--- config.mk ---
export PLATFORM = sky130hd
export DESIGN_NAME = eei_initiator
export DESIGN_NICKNAME = d
export VERILOG_FILES = /design/src/rtl/eei_initiator.sv
export SDC_FILE = /design/constraint.sdc
export NUM_CORES = 1
export LEC_CHECK = 0
export CAP_MARGIN = 30
export CORE_AREA = 10 10 327 329
export CTS_CLUSTER_SIZE = 10
export DETAILED_ROUTE_END_ITERATION = 16
export DIE_AREA = 0 0 337 339
export PLACE_DENSITY = 0.53
export SYNTH_ARGS = -nofsm -noshare
export SYNTH_HDL_FRONTEND = slang
export SYNTH_SLANG_ARGS = --single-unit
--- constraint.sdc ---
create_clock -name clk_i -period 2.93 [get_ports clk_i]
set_input_delay 0.586 -clock clk_i [delete_from_list [all_inputs] [get_ports clk_i]]
set_output_delay 0.586 -clock clk_i [all_outputs]
set_load 0.05 [all_outputs]
--- src/rtl/eei_initiator.sv ---
// Core-side EEI custom-instruction initiator: latches a decoded instruction, issues the
// EEI request, waits for ack or timeout, then retires none/single/batch writes.
module eei_initiator #(
    parameter int RS_MAX  = 8,
    parameter int RD_MAX  = 8,
    parameter int TIMEOUT = 64
) (
    input  logic                           clk_i,
    input  logic                           rst_ni,
    input  logic                           dec_valid,
    input  logic                           dec_ext,
    input  logic [2:0]                     dec_funct3,
    input  logic [6:0]                     dec_funct7,
    input  logic [4:0]                     dec_rd,
    input  logic [4:0]                     dec_batch_start,
    input  logic [4:0]                     dec_batch_len,
    input  logic [RS_MAX-1:0][31:0]        dec_rs_val,
    output logic                           stall_o,
    output logic                           done_o,
    output logic                           exc_o,
    output logic                           exc_cause_o,
    output logic                           rf_we_o,
    output logic [4:0]                     rf_waddr_o,
    output logic [31:0]                    rf_wdata_o,
    output logic                           eei_req,
    output logic                           eei_ext,
    output logic [2:0]                     eei_funct3,
    output logic [6:0]                     eei_funct7,
    output logic [4:0]                     eei_batch_start,
    output logic [4:0]                     eei_batch_len,
    output logic [RS_MAX-1:0][31:0]        eei_rs_val,
    input  logic                           eei_ack,
    input  logic                           eei_error,
    input  logic [1:0]                     eei_rd_op,
    input  logic [4:0]                     eei_rd_len,
    input  logic [RD_MAX-1:0][31:0]        eei_rd_val
);
    typedef enum logic [1:0] {IDLE, REQ, WB, RESP} state_t;

    localparam int CW = $clog2(TIMEOUT + 2);
    localparam int KW = (RD_MAX > 1) ? $clog2(RD_MAX) : 1;

    state_t                 r_state, w_next;
    logic                   r_ext;
    logic [2:0]             r_f3;
    logic [6:0]             r_f7;
    logic [4:0]             r_rd, r_bstart, r_blen;
    logic [RS_MAX-1:0][31:0] r_rs;
    logic [CW-1:0]          r_cnt;
    logic [RD_MAX-1:0][31:0] r_rdv;
    logic                   r_batch;
    logic [5:0]             r_n;
    logic [KW-1:0]          r_k;
    logic                   r_exc, r_cause;

    logic [5:0]             w_n;
    logic                   w_to, w_last;
    logic [4:0]             w_waddr;

    // Batch count clamped to the number of result slots actually returned
    assign w_n     = ({1'b0, eei_rd_len} > 6'(RD_MAX)) ? 6'(RD_MAX) : {1'b0, eei_rd_len};
    assign w_to    = (TIMEOUT != 0) && (r_cnt == CW'(TIMEOUT - 1));
    assign w_last  = !r_batch || (6'(r_k) == r_n - 6'd1);
    assign w_waddr = r_batch ? (r_bstart + 5'(r_k)) : r_rd;

    always_comb begin
        w_next = r_state;
        case (r_state)
            IDLE: if (dec_valid) w_next = REQ;
            REQ: begin
                if (eei_ack) begin
                    if (eei_error || eei_rd_op == 2'd3 || eei_rd_op == 2'd0) w_next = RESP;
                    else if (eei_rd_op == 2'd1 || w_n != 6'd0)              w_next = WB;
                    else                                                     w_next = RESP;
                end else if (w_to) begin
                    w_next = RESP;
                end
            end
            WB:      if (w_last) w_next = RESP;
            RESP:    w_next = IDLE;
            default: w_next = IDLE;
        endcase
    end

    always_ff @(posedge clk_i or negedge rst_ni) begin
        if (!rst_ni) begin
            r_state  <= IDLE;
            r_ext    <= 1'b0;
            r_f3     <= '0;
            r_f7     <= '0;
            r_rd     <= '0;
            r_bstart <= '0;
            r_blen   <= '0;
            r_rs     <= '0;
            r_cnt    <= '0;
            r_rdv    <= '0;
            r_batch  <= 1'b0;
            r_n      <= '0;
            r_k      <= '0;
            r_exc    <= 1'b0;
            r_cause  <= 1'b0;
        end else begin
            r_state <= w_next;
            case (r_state)
                IDLE: if (dec_valid) begin
                    r_ext    <= dec_ext;
                    r_f3     <= dec_funct3;
                    r_f7     <= dec_funct7;
                    r_rd     <= dec_rd;
                    r_bstart <= dec_batch_start;
                    r_blen   <= dec_batch_len;
                    r_rs     <= dec_rs_val;
                    r_cnt    <= '0;
                    r_k      <= '0;
                    r_exc    <= 1'b0;
                    r_cause  <= 1'b0;
                end
                REQ: begin
                    r_cnt <= r_cnt + CW'(1);
                    if (eei_ack) begin
                        // Results are only trusted in the ack cycle
                        r_rdv   <= eei_rd_val;
                        r_batch <= (eei_rd_op == 2'd2);
                        r_n     <= w_n;
                        r_exc   <= eei_error || (eei_rd_op == 2'd3);
                        r_cause <= 1'b0;
                    end else if (w_to) begin
                        r_exc   <= 1'b1;
                        r_cause <= 1'b1;
                    end
                end
                WB:      if (!w_last) r_k <= r_k + KW'(1);
                default: ;
            endcase
        end
    end

    assign eei_req         = (r_state == REQ);
    assign eei_ext         = r_ext;
    assign eei_funct3      = r_f3;
    assign eei_funct7      = r_f7;
    assign eei_batch_start = r_bstart;
    assign eei_batch_len   = r_blen;
    assign eei_rs_val      = r_rs;

    // x0 writes are swallowed but still take their cycle
    assign rf_we_o     = (r_state == WB) && (w_waddr != 5'd0);
    assign rf_waddr_o  = (r_state == WB) ? w_waddr : 5'd0;
    assign rf_wdata_o  = (r_state == WB) ? r_rdv[r_k] : 32'd0;

    assign done_o      = (r_state == RESP) && !r_exc;
    assign exc_o       = (r_state == RESP) && r_exc;
    assign exc_cause_o = (r_state == RESP) && r_exc && r_cause;
    assign stall_o     = (r_state == REQ) || (r_state == WB) || (r_state == IDLE && dec_valid);
endmodule

==> impl_metrics.env, run 1 <==
export IMPL_status="finished, violations left"
export IMPL_violations="setup timing"
export IMPL_hold_ws_ns=0.499
export IMPL_wl_per_cell_um=25.4
export IMPL_clk_latency_ns=0.62
export IMPL_max_clock_freq_ghz=0.303
export IMPL_cp_required_ns=2.34
export IMPL_drive_gt1_share_pct=34.9
export IMPL_vias=16300
export IMPL_fin_ws_ns=-0.366
export IMPL_postRouteAntennaNets=0
export IMPL_firstDrtPassIters=5
export IMPL_antenna_found_initial=39
export IMPL_power_density_nw_per_um2=1270
export IMPL_vdd_drop_max_mv=0.719
export IMPL_yosysUniqueCellTypes=50
export IMPL_totalWireLength_um=95300
export IMPL_grt_pass1_wl_um=134000
export IMPL_clock_path_buffers=3
export IMPL_utilization_pct=36.9
export IMPL_post_route_min_period_ns=3.30
export IMPL_met1_usage_pct=16.4
export IMPL_cts_max_level=3
export IMPL_yosysWarnings=0
export IMPL_row_count=116
export IMPL_final_cell_mix="825 x clkdlybuf4s50_1, 555 x dfrtp_1, 538 x mux2_2"
export IMPL_worstPathMaxFanout=2
export IMPL_dp_slack_ns=0.103
export IMPL_synth_cells=1468
export IMPL_synth_edf_count=0
export IMPL_fin_skew_ns=0.0229
export IMPL_post_route_period_util_pct=112
export IMPL_hold_class="flop to flop"
export IMPL_tightest_slew_ns=0.917
export IMPL_endpoint_kind="primary output"
export IMPL_synth_seq_area_share_pct=59.7
export IMPL_via_per_inst=4.34
export IMPL_grt_util_met2_pct=27.8
export IMPL_fillCellCount=9596
export IMPL_drv_slew=0
export IMPL_grt_most_used_layer="met2"
export IMPL_cts_sinks=558
export IMPL_slew_headroom_pct=38.7
export IMPL_drt_iter0_drc=674
export IMPL_die_w_um=337
export IMPL_final_setup_viol_count=36
export IMPL_synth_nets=2029
export IMPL_die_h_um=339
export IMPL_clk_pin_slew_ns=0.05
export IMPL_floorplan_initialDensity_pct=23.4
export IMPL_maxCapViolations=0
export IMPL_ctsRootBufferMaster="clkbuf_16"
export IMPL_power_leakage_uw=0.0150
export IMPL_netlist_area_um2=23400
export IMPL_place_congestion=0.813
export IMPL_fin_total_pwr_uw=46900
export IMPL_yosys_register_bits=558
export IMPL_numPortBuffers=869
export IMPL_hold_viol=0
export IMPL_mostFrequentLayoutCell="clkdlybuf4s50_1"
export IMPL_grt_use_total_pct=15.9
export IMPL_rsz0062_at_grt="yes"
export IMPL_fin_nets=2964
export IMPL_syn_area_per_cell_um2=15.9
export IMPL_cts_buffers=70
export IMPL_met3_usage_pct=7.45
export IMPL_grt_max_degree=75
export IMPL_pin_count=870
export IMPL_syn_to_final_growth_pct=57.4
export IMPL_die_area_um2=114000
export IMPL_ys_flop_type="dfrtp_1"
export IMPL_critPathArrivalTime_ns=2.71
export IMPL_place_inst=3606
export IMPL_crit_type="flop to primary output"
export IMPL_grt_overflow=0
export IMPL_core_area_um2=99900
export IMPL_grt_pass1_vias=18900
export IMPL_post_route_drc_count=0
export IMPL_dp_hpwl_um=73700
export IMPL_cts_tree="yes"
export IMPL_ys_async_sr_fraction_pct=100
export IMPL_layout_cells_non_filler=3759
export IMPL_cp_start_kind="flop"
## routing by layer
metal	up-vias	routed length (um)
li1	7201	-
met1	8387	33800
met2	554	49600
met3	157	9270
met4	24	2490
met5	-	159
## cells by family (layout without fill, tap and decap cells)
| kind of cell | after synthesis | count (layout) | synth area share [%] |
|---|---|---|---|
| XOR/XNOR | 7 | 7 | 0.262 |
| AO/OA/AOI/OAI | 45 | 45 | 1.44 |
| AND/OR/NAND/NOR | 110 | 110 | 2.69 |
| flip-flops | 558 | 558 | 59.7 |
| multiplexers | 640 | 640 | 33.7 |
| other | 0 | 24 | 0 |
| buffers and inverters | 97 | 1066 | 1.58 |
| adder cells (fa/ha/maj) | 11 | 11 | 0.620 |
## cell type report
type	instances	area [um2]	area share, %
Sequential cell	558	14000	38.0
Timing Repair Buffer	953	9890	26.9
Multi-Input combinational cell	813	9160	24.9
Clock buffer	99	2020	5.50
Tap cell	1298	1620	4.41
Clock inverter	7	65.1	0.177
Antenna cell	24	60.1	0.163
Inverter	7	26.3	0.0714
## final timing paths
kind,startpoint,to,slack [ns],cells after the start
setup / recovery,r_k[0],rf_we_o,-0.37,8
hold / removal,r_rdv[117],r_rdv[117],0.50,1
setup reg to reg,r_k[0],r_state[1],0.38,9
hold reg to reg,r_rdv[117],r_rdv[117],0.50,1
max in group asynchronous,rst_ni,eei_rs_val[191],1.37,3
min in group asynchronous,rst_ni,r_rdv[213],0.57,2
## registers in the layout, indices dropped and copies added (netlist names)
| signal | cells |
|---|---|
| r_rd | 5 |
| eei_funct7 | 7 |
| eei_rs_val | 256 |
| r_exc | 1 |
| r_cnt | 7 |
| r_n | 5 |
| r_k | 3 |
| eei_batch_start | 5 |
| r_state | 2 |
| r_cause | 1 |
| eei_batch_len | 5 |
| eei_funct3 | 3 |
| r_batch | 1 |
| eei_ext | 1 |
| r_rdv | 256 |
## through the flow
stage                     area [um2]  setup TNS, ns
after floorplan                23400              0
after global placement         34100              0
after detailed placement       34100              0
after CTS                      36300         -11.33
after global routing           36800         -13.77
final                          36800          -9.02
## repair_timing
action,in CTS,in global routing
hold endpoints to repair,3,0
pin swaps,6,3
hold buffers,1,0
setup endpoints to repair,40,38
cloned,0,7
resized for setup,23,36
setup buffers,2,13
## worst max-delay path, stage by stage, from the launching register on
cell     delay [ns]
dfrtp_4        0.49
ha_4           0.18
buf_4          0.12
a21o_1         0.15
a21oi_2        0.12
xnor2_1        0.08
mux2_4         0.27
o41a_1         0.48
buf_6          0.18
## cells in the mapped netlist (5+ instances only)
| cell type | n | area, um2 |
|---|---|---|
| nand3_1 | 5 | 25.0 |
| nand4_1 | 6 | 37.5 |
| mux4_2 | 64 | 1440 |
| and2_1 | 6 | 37.5 |
| nand2_1 | 14 | 52.6 |
| mux2i_1 | 36 | 360 |
| dfrtp_1 | 558 | 14000 |
| clkbuf_1 | 78 | 293 |
| mux2_2 | 539 | 6070 |
| ha_1 | 10 | 125 |
| nor2_1 | 16 | 60.1 |
| nor2b_1 | 39 | 244 |
| xnor2_1 | 6 | 52.6 |
| buf_1 | 7 | 26.3 |
| o21ai_0 | 10 | 50.1 |
| a21oi_1 | 10 | 50.1 |
| inv_1 | 7 | 26.3 |
| buf_2 | 5 | 25.0 |
## where the power goes
| part | switching (uW) | internal [uW] |
|---|---|---|
| Clock | 3330 | 4760 |
| Combinational | 14200 | 10600 |
| Sequential | 2290 | 11700 |
Power figures use the tool's default switching activity.
==> run 2: changes to the inputs <==
==> constraint.sdc (replaced) <==
create_clock -name clk_i -period 3.52 [get_ports clk_i]
set_input_delay 0.704 -clock clk_i [delete_from_list [all_inputs] [get_ports clk_i]]
set_output_delay 0.704 -clock clk_i [all_outputs]
set_load 0.05 [all_outputs]
==> run 2 against run 1 <==
Hold slack worse by 0.38 ns. Critical endpoint is now rf_wdata_o[30]. Sequential cell count unchanged. The flow now finishes without violations. Cell area down 1.4%. Critical path depth down 2. Wire length down 2.6%. Global-route usage down 0.097 points. Clock-buffer cell count down 1. Final cell count down 0.72%. Sequential share of layout area up 0.57 points.
==> impl_metrics.env, run 2 (same netlist as run 1, synthesis figures left out) <==
export IMPL_cts_max_level=3
export IMPL_dp_hpwl_um=73100
export IMPL_design_area_um2=36300
export IMPL_vdd_drop_max_mv=0.729
export IMPL_die_area_um2=114000
export IMPL_worstPathMaxFanout=48
export IMPL_cts_buffers=71
export IMPL_rsz0062_at_grt="yes"
export IMPL_grt_overflow=0
export IMPL_drive_gt1_share_pct=33.3
export IMPL_clk_latency_ns=0.63
export IMPL_vias=16100
export IMPL_hold_class="input pin to async pin"
export IMPL_floorplan_initialDensity_pct=23.4
export IMPL_postRouteAntennaNets=0
export IMPL_numPortBuffers=869
export IMPL_endpoint_kind="primary output"
export IMPL_syn_to_final_growth_pct=55.1
export IMPL_drv_slew=0
export IMPL_tns_ns=0
export IMPL_grt_max_degree=81
export IMPL_cp_required_ns=2.82
export IMPL_post_route_min_period_ns=3.41
export IMPL_utilization_pct=36.3
export IMPL_post_route_drc_count=0
export IMPL_grt_use_total_pct=15.8
export IMPL_power_leakage_uw=0.0147
export IMPL_fin_nets=2932
export IMPL_die_h_um=339
export IMPL_grt_pass1_vias=18600
export IMPL_maxCapViolations=0
export IMPL_max_clock_freq_ghz=0.293
export IMPL_power_density_nw_per_um2=1060
export IMPL_endpoint="rf_wdata_o[30]"
export IMPL_ff2ff_path_depth=7
export IMPL_timing_rr_end="r_state[1]"
export IMPL_crit_type="flop to primary output"
export IMPL_row_count=116
export IMPL_post_route_period_util_pct=97.0
export IMPL_fin_skew_ns=0.0207
export IMPL_clock_path_buffers=3
export IMPL_core_area_um2=99900
export IMPL_place_congestion=0.815
export IMPL_final_setup_viol_count=0
export IMPL_clk_pin_slew_ns=0.06
export IMPL_crit_start="r_k[1]"
export IMPL_ctsRootBufferMaster="clkbuf_16"
export IMPL_cp_start_kind="flop"
export IMPL_totalWireLength_um=92800
export IMPL_drt_iter0_drc=502
export IMPL_cts_tree="yes"
export IMPL_hold_viol=0
export IMPL_cts_hold_buf=0
export IMPL_status="finished, final reports clean"
export IMPL_wl_per_cell_um=24.9
export IMPL_antenna_found_initial=34
export IMPL_placed_area_um2=33900
export IMPL_r2r_start="r_n[0]"
export IMPL_mostFrequentLayoutCell="clkdlybuf4s50_1"
export IMPL_cts_sinks=558
export IMPL_slew_headroom_pct=41.5
export IMPL_critPathArrivalTime_ns=2.71
export IMPL_grt_pass1_wl_um=133000
export IMPL_firstDrtPassIters=4
export IMPL_final_cell_mix="830 x clkdlybuf4s50_1, 554 x dfrtp_1, 539 x mux2_2"
export IMPL_rrSetupSlack_ns=1.12
export IMPL_tightest_slew_ns=0.877
export IMPL_fin_total_pwr_uw=38600
export IMPL_die_w_um=337
export IMPL_via_per_inst=4.31
export IMPL_pin_count=870
[run 2: what timing repair did]
item                                    4_1_cts  5_1_grt
endpoints found under the hold margin         0        0
cloned                                        1        1
resized for setup                            15        3
pin swaps                                     1        2
buffers inserted                              3        0
endpoints found under the setup margin       27        4
[run 2: how the worst min path moves through the flow]
stage | from | end | slack, ns | depth (start not counted)
detailed placement | r_rdv[26] | r_rdv[26] | 0.49 | 1
global route | rst_ni | r_n[3] | 0.13 | 1
floorplan | rst_ni | eei_batch_len[0] | 0.41 | 0
CTS | rst_ni | r_n[3] | 0.13 | 1
finish | rst_ni | r_rdv[220] | 0.12 | 1
global placement | r_rdv[91] | r_rdv[91] | 0.48 | 1
[run 2: power by group]
| part | internal (uW) | total [uW] | leakage, uW | switching, uW |
|---|---|---|---|---|
| combinational | 8400 | 20000 | 0.00705 | 11600 |
| clock | 4080 | 6960 | 0.00107 | 2890 |
| sequential | 9710 | 11600 | 0.00662 | 1920 |
[run 2: area by class of cell]
class	instances	area, um2
sequential	558	14000
antenna	25	62.6
clock inverter	13	223
timing repair buffer	920	9300
fill	9666	63600
multi-input combinational	813	9100
clock buffer	98	1970
inverter	7	26.3
tap	1298	1620
[run 2: routing by layer]
metal | part of all wire [%] | global-route usage (%) | vias to the layer above
li1 | - | - | 7161
met4 | 2.5 | 6.06 | 16
met5 | 0.12 | 0 | -
met1 | 36 | 16.3 | 8252
met3 | 9.1 | 6.94 | 128
met2 | 53 | 28.0 | 533
[run 2: critical path: stages, from the launching register on]
cell	delay (ns)
dfrtp_4	0.42
buf_6	0.26
buf_16	0.30
mux4_2	0.35
mux2i_1	0.09
nor2b_1	0.27
buf_4	0.26
[run 2: metrics by stage]
step                      worst slack [ns]  hold slack, ns  cells
after floorplan                      0.536           0.408   1468
after global placement               0.460           0.482   3591
after detailed placement             0.538           0.488   3591
after CTS                         0.000546           0.129   3706
after global routing              -0.00469           0.128   3730
final                                0.107           0.123   3732
==> run 3: changes to the inputs <==
--- a/config.mk
+++ b/config.mk
@@ -11,6 +11,7 @@
 export DETAILED_ROUTE_END_ITERATION = 16
 export DIE_AREA = 0 0 337 339
 export PLACE_DENSITY = 0.53
+export REMOVE_ABC_BUFFERS = 1
 export SYNTH_ARGS = -nofsm -noshare
 export SYNTH_HDL_FRONTEND = slang
 export SYNTH_SLANG_ARGS = --single-unit
==> run 3 against run 2 <==
Final cell count shrank 0.38%. Setup slack lost 0.040 ns. Clock power is 1% higher. Fmax shrank 1.2%. Cell area grew 0.29%. Sequential power about the same. Total power is 1.3% higher. Critical path depth grew 1. Critical endpoint is now rf_we_o. Global-route usage up 0.45 points. Clock skew is 0.0017 ns lower.
==> impl_metrics.env, run 3 (same netlist as run 1, synthesis figures left out) <==
export IMPL_grt_pass1_wl_um=135000
export IMPL_cts_max_level=3
export IMPL_cp_required_ns=2.82
export IMPL_post_route_drc_count=0
export IMPL_r2r_start="r_n[0]"
export IMPL_rrSetupSlack_ns=1.09
export IMPL_vdd_drop_max_mv=0.781
export IMPL_crit_buf_inv=1
export IMPL_ctsRootBufferMaster="clkbuf_16"
export IMPL_grt_overflow=0
export IMPL_drv_slew=0
export IMPL_endpoint_kind="primary output"
export IMPL_firstDrtPassIters=4
export IMPL_post_route_period_util_pct=98.1
export IMPL_design_area_um2=36400
export IMPL_antenna_found_initial=51
export IMPL_mostFrequentLayoutCell="clkdlybuf4s50_1"
export IMPL_top_layer="met5"
export IMPL_dp_hpwl_um=76100
export IMPL_grt_pass1_vias=18400
export IMPL_die_area_um2=114000
export IMPL_cts_buffers=72
export IMPL_numPortBuffers=869
export IMPL_status="finished, final reports clean"
export IMPL_cpPeakStageDelay_ns=0.51
export IMPL_wl_per_cell_um=25.8
export IMPL_floorplan_initialDensity_pct=23.4
export IMPL_grt_use_total_pct=16.3
export IMPL_power_leakage_uw=0.0148
export IMPL_worstPathMaxFanout=4
export IMPL_core_area_um2=99900
export IMPL_row_count=116
export IMPL_place_congestion=0.848
export IMPL_fin_ws_ns=0.0663
export IMPL_m1WireLength_um=33900
export IMPL_post_route_min_period_ns=3.45
export IMPL_die_w_um=337
export IMPL_vias=16200
export IMPL_final_setup_viol_count=0
export IMPL_crit_start="r_k[1]"
export IMPL_tightest_slew_ns=0.967
export IMPL_hold_ws_ns=0.129
export IMPL_hold_class="input pin to async pin"
export IMPL_crit_family="compound AO/OA/AOI/OAI gates"
export IMPL_power_density_nw_per_um2=1070
export IMPL_fillCellCount=9595
export IMPL_slowest_stage="dfrtp_4"
export IMPL_crit_type="flop to primary output"
export IMPL_maxCapViolations=0
export IMPL_crit_cells=7
export IMPL_critPathArrivalTime_ns=2.75
export IMPL_hold_viol=0
export IMPL_rsz0062_at_grt="yes"
export IMPL_drt_iter0_drc=578
export IMPL_cts_sinks=558
export IMPL_ff2ff_path_depth=7
export IMPL_final_cell_mix="829 x clkdlybuf4s50_1, 555 x dfrtp_1, 539 x mux2_2"
export IMPL_syn_to_final_growth_pct=55.5
export IMPL_cts_tree="yes"
export IMPL_cp_start_kind="flop"
export IMPL_cp_cell_sequence="ha_1 -> a21o_1 -> a21oi_2 -> xnor2_1 -> mux2_2 -> o41a_1 -> buf_6"
export IMPL_placed_area_um2=34100
export IMPL_dp_slack_ns=0.425
export IMPL_totalWireLength_um=96000
export IMPL_grt_max_degree=71
export IMPL_met3WireLength_um=9790
export IMPL_clk_pin_slew_ns=0.06
export IMPL_die_h_um=339
export IMPL_fin_skew_ns=0.0189
export IMPL_postRouteAntennaNets=0
export IMPL_pin_count=870
export IMPL_via_per_inst=4.36
export IMPL_slew_headroom_pct=35.3
export IMPL_max_clock_freq_ghz=0.290
export IMPL_fin_nets=2930
export IMPL_drive_gt1_share_pct=32.9
export IMPL_clk_latency_ns=0.61
export IMPL_routed_wl_met2_um=48700
export IMPL_clock_path_buffers=3
run 3: repair_timing:
action	CTS	global route
hold endpoints to repair	0	0
setup buffers	3	1
gates cloned	0	1
pin swaps	1	2
resized for setup	19	2
hold buffers	0	0
setup endpoints to repair	16	2
run 3: path summary, 6_finish.rpt:
| kind | end |
|---|---|
| max reg2reg | r_state[1] |
| min in group clk_i | r_rdv[195] |
| min | r_k[0] |
| max in group asynchronous | eei_rs_val[180] |
| max | rf_we_o |
| min reg2reg | r_rdv[195] |
run 3: per-layer routing:
metal	track usage, %	vias to the layer above
met1	16.7	8159
met5	0	-
met4	5.70	78
met2	28.5	624
met3	7.90	189
li1	-	7159
run 3: worst reg2reg max path, stage by stage, from the launching register on:
cell and delay (ns):
dfrtp_1 0.46, inv_1 0.07, ha_1 0.24, o21bai_1 0.17
a211oi_1 0.39, o221ai_4 0.24, a311o_1 0.45, mux2_4 0.30
run 3: power breakdown:
| part | internal (uW) | switching [uW] | leakage [uW] |
|---|---|---|---|
| clock network | 4270 | 2780 | 0.00109 |
| registers | 9700 | 1780 | 0.00662 |
| logic | 8470 | 12100 | 0.00710 |
| total | 22400 | 16600 | 0.0148 |
run 3: metrics by stage:
step / setup TNS, ns / util (%) / total power [uW] / std cells
2_1_floorplan: -2287.23 / - / 25100 / 1378
6_report: 0 / 36.4 / 39100 / 3718
3_5_place_dp: 0 / 34.1 / 32500 / 3588
4_1_cts: -0.0796 / 36.4 / 39800 / 3706
5_1_grt: -0.107 / 36.4 / 40900 / 3714
3_3_place_gp: 0 / 34.1 / 32100 / 3588
run 3: cell type report:
cell class	count	area, um2	share of cell area [%]
antenna	10	25.0	0.0688
clock buffer	106	2110	5.81
clock inverter	9	114	0.313
inverter	7	26.3	0.0722
multi-input combinational	813	9100	25.0
sequential	558	14000	38.4
tap	1298	1620	4.46
timing repair buffer	917	9410	25.9
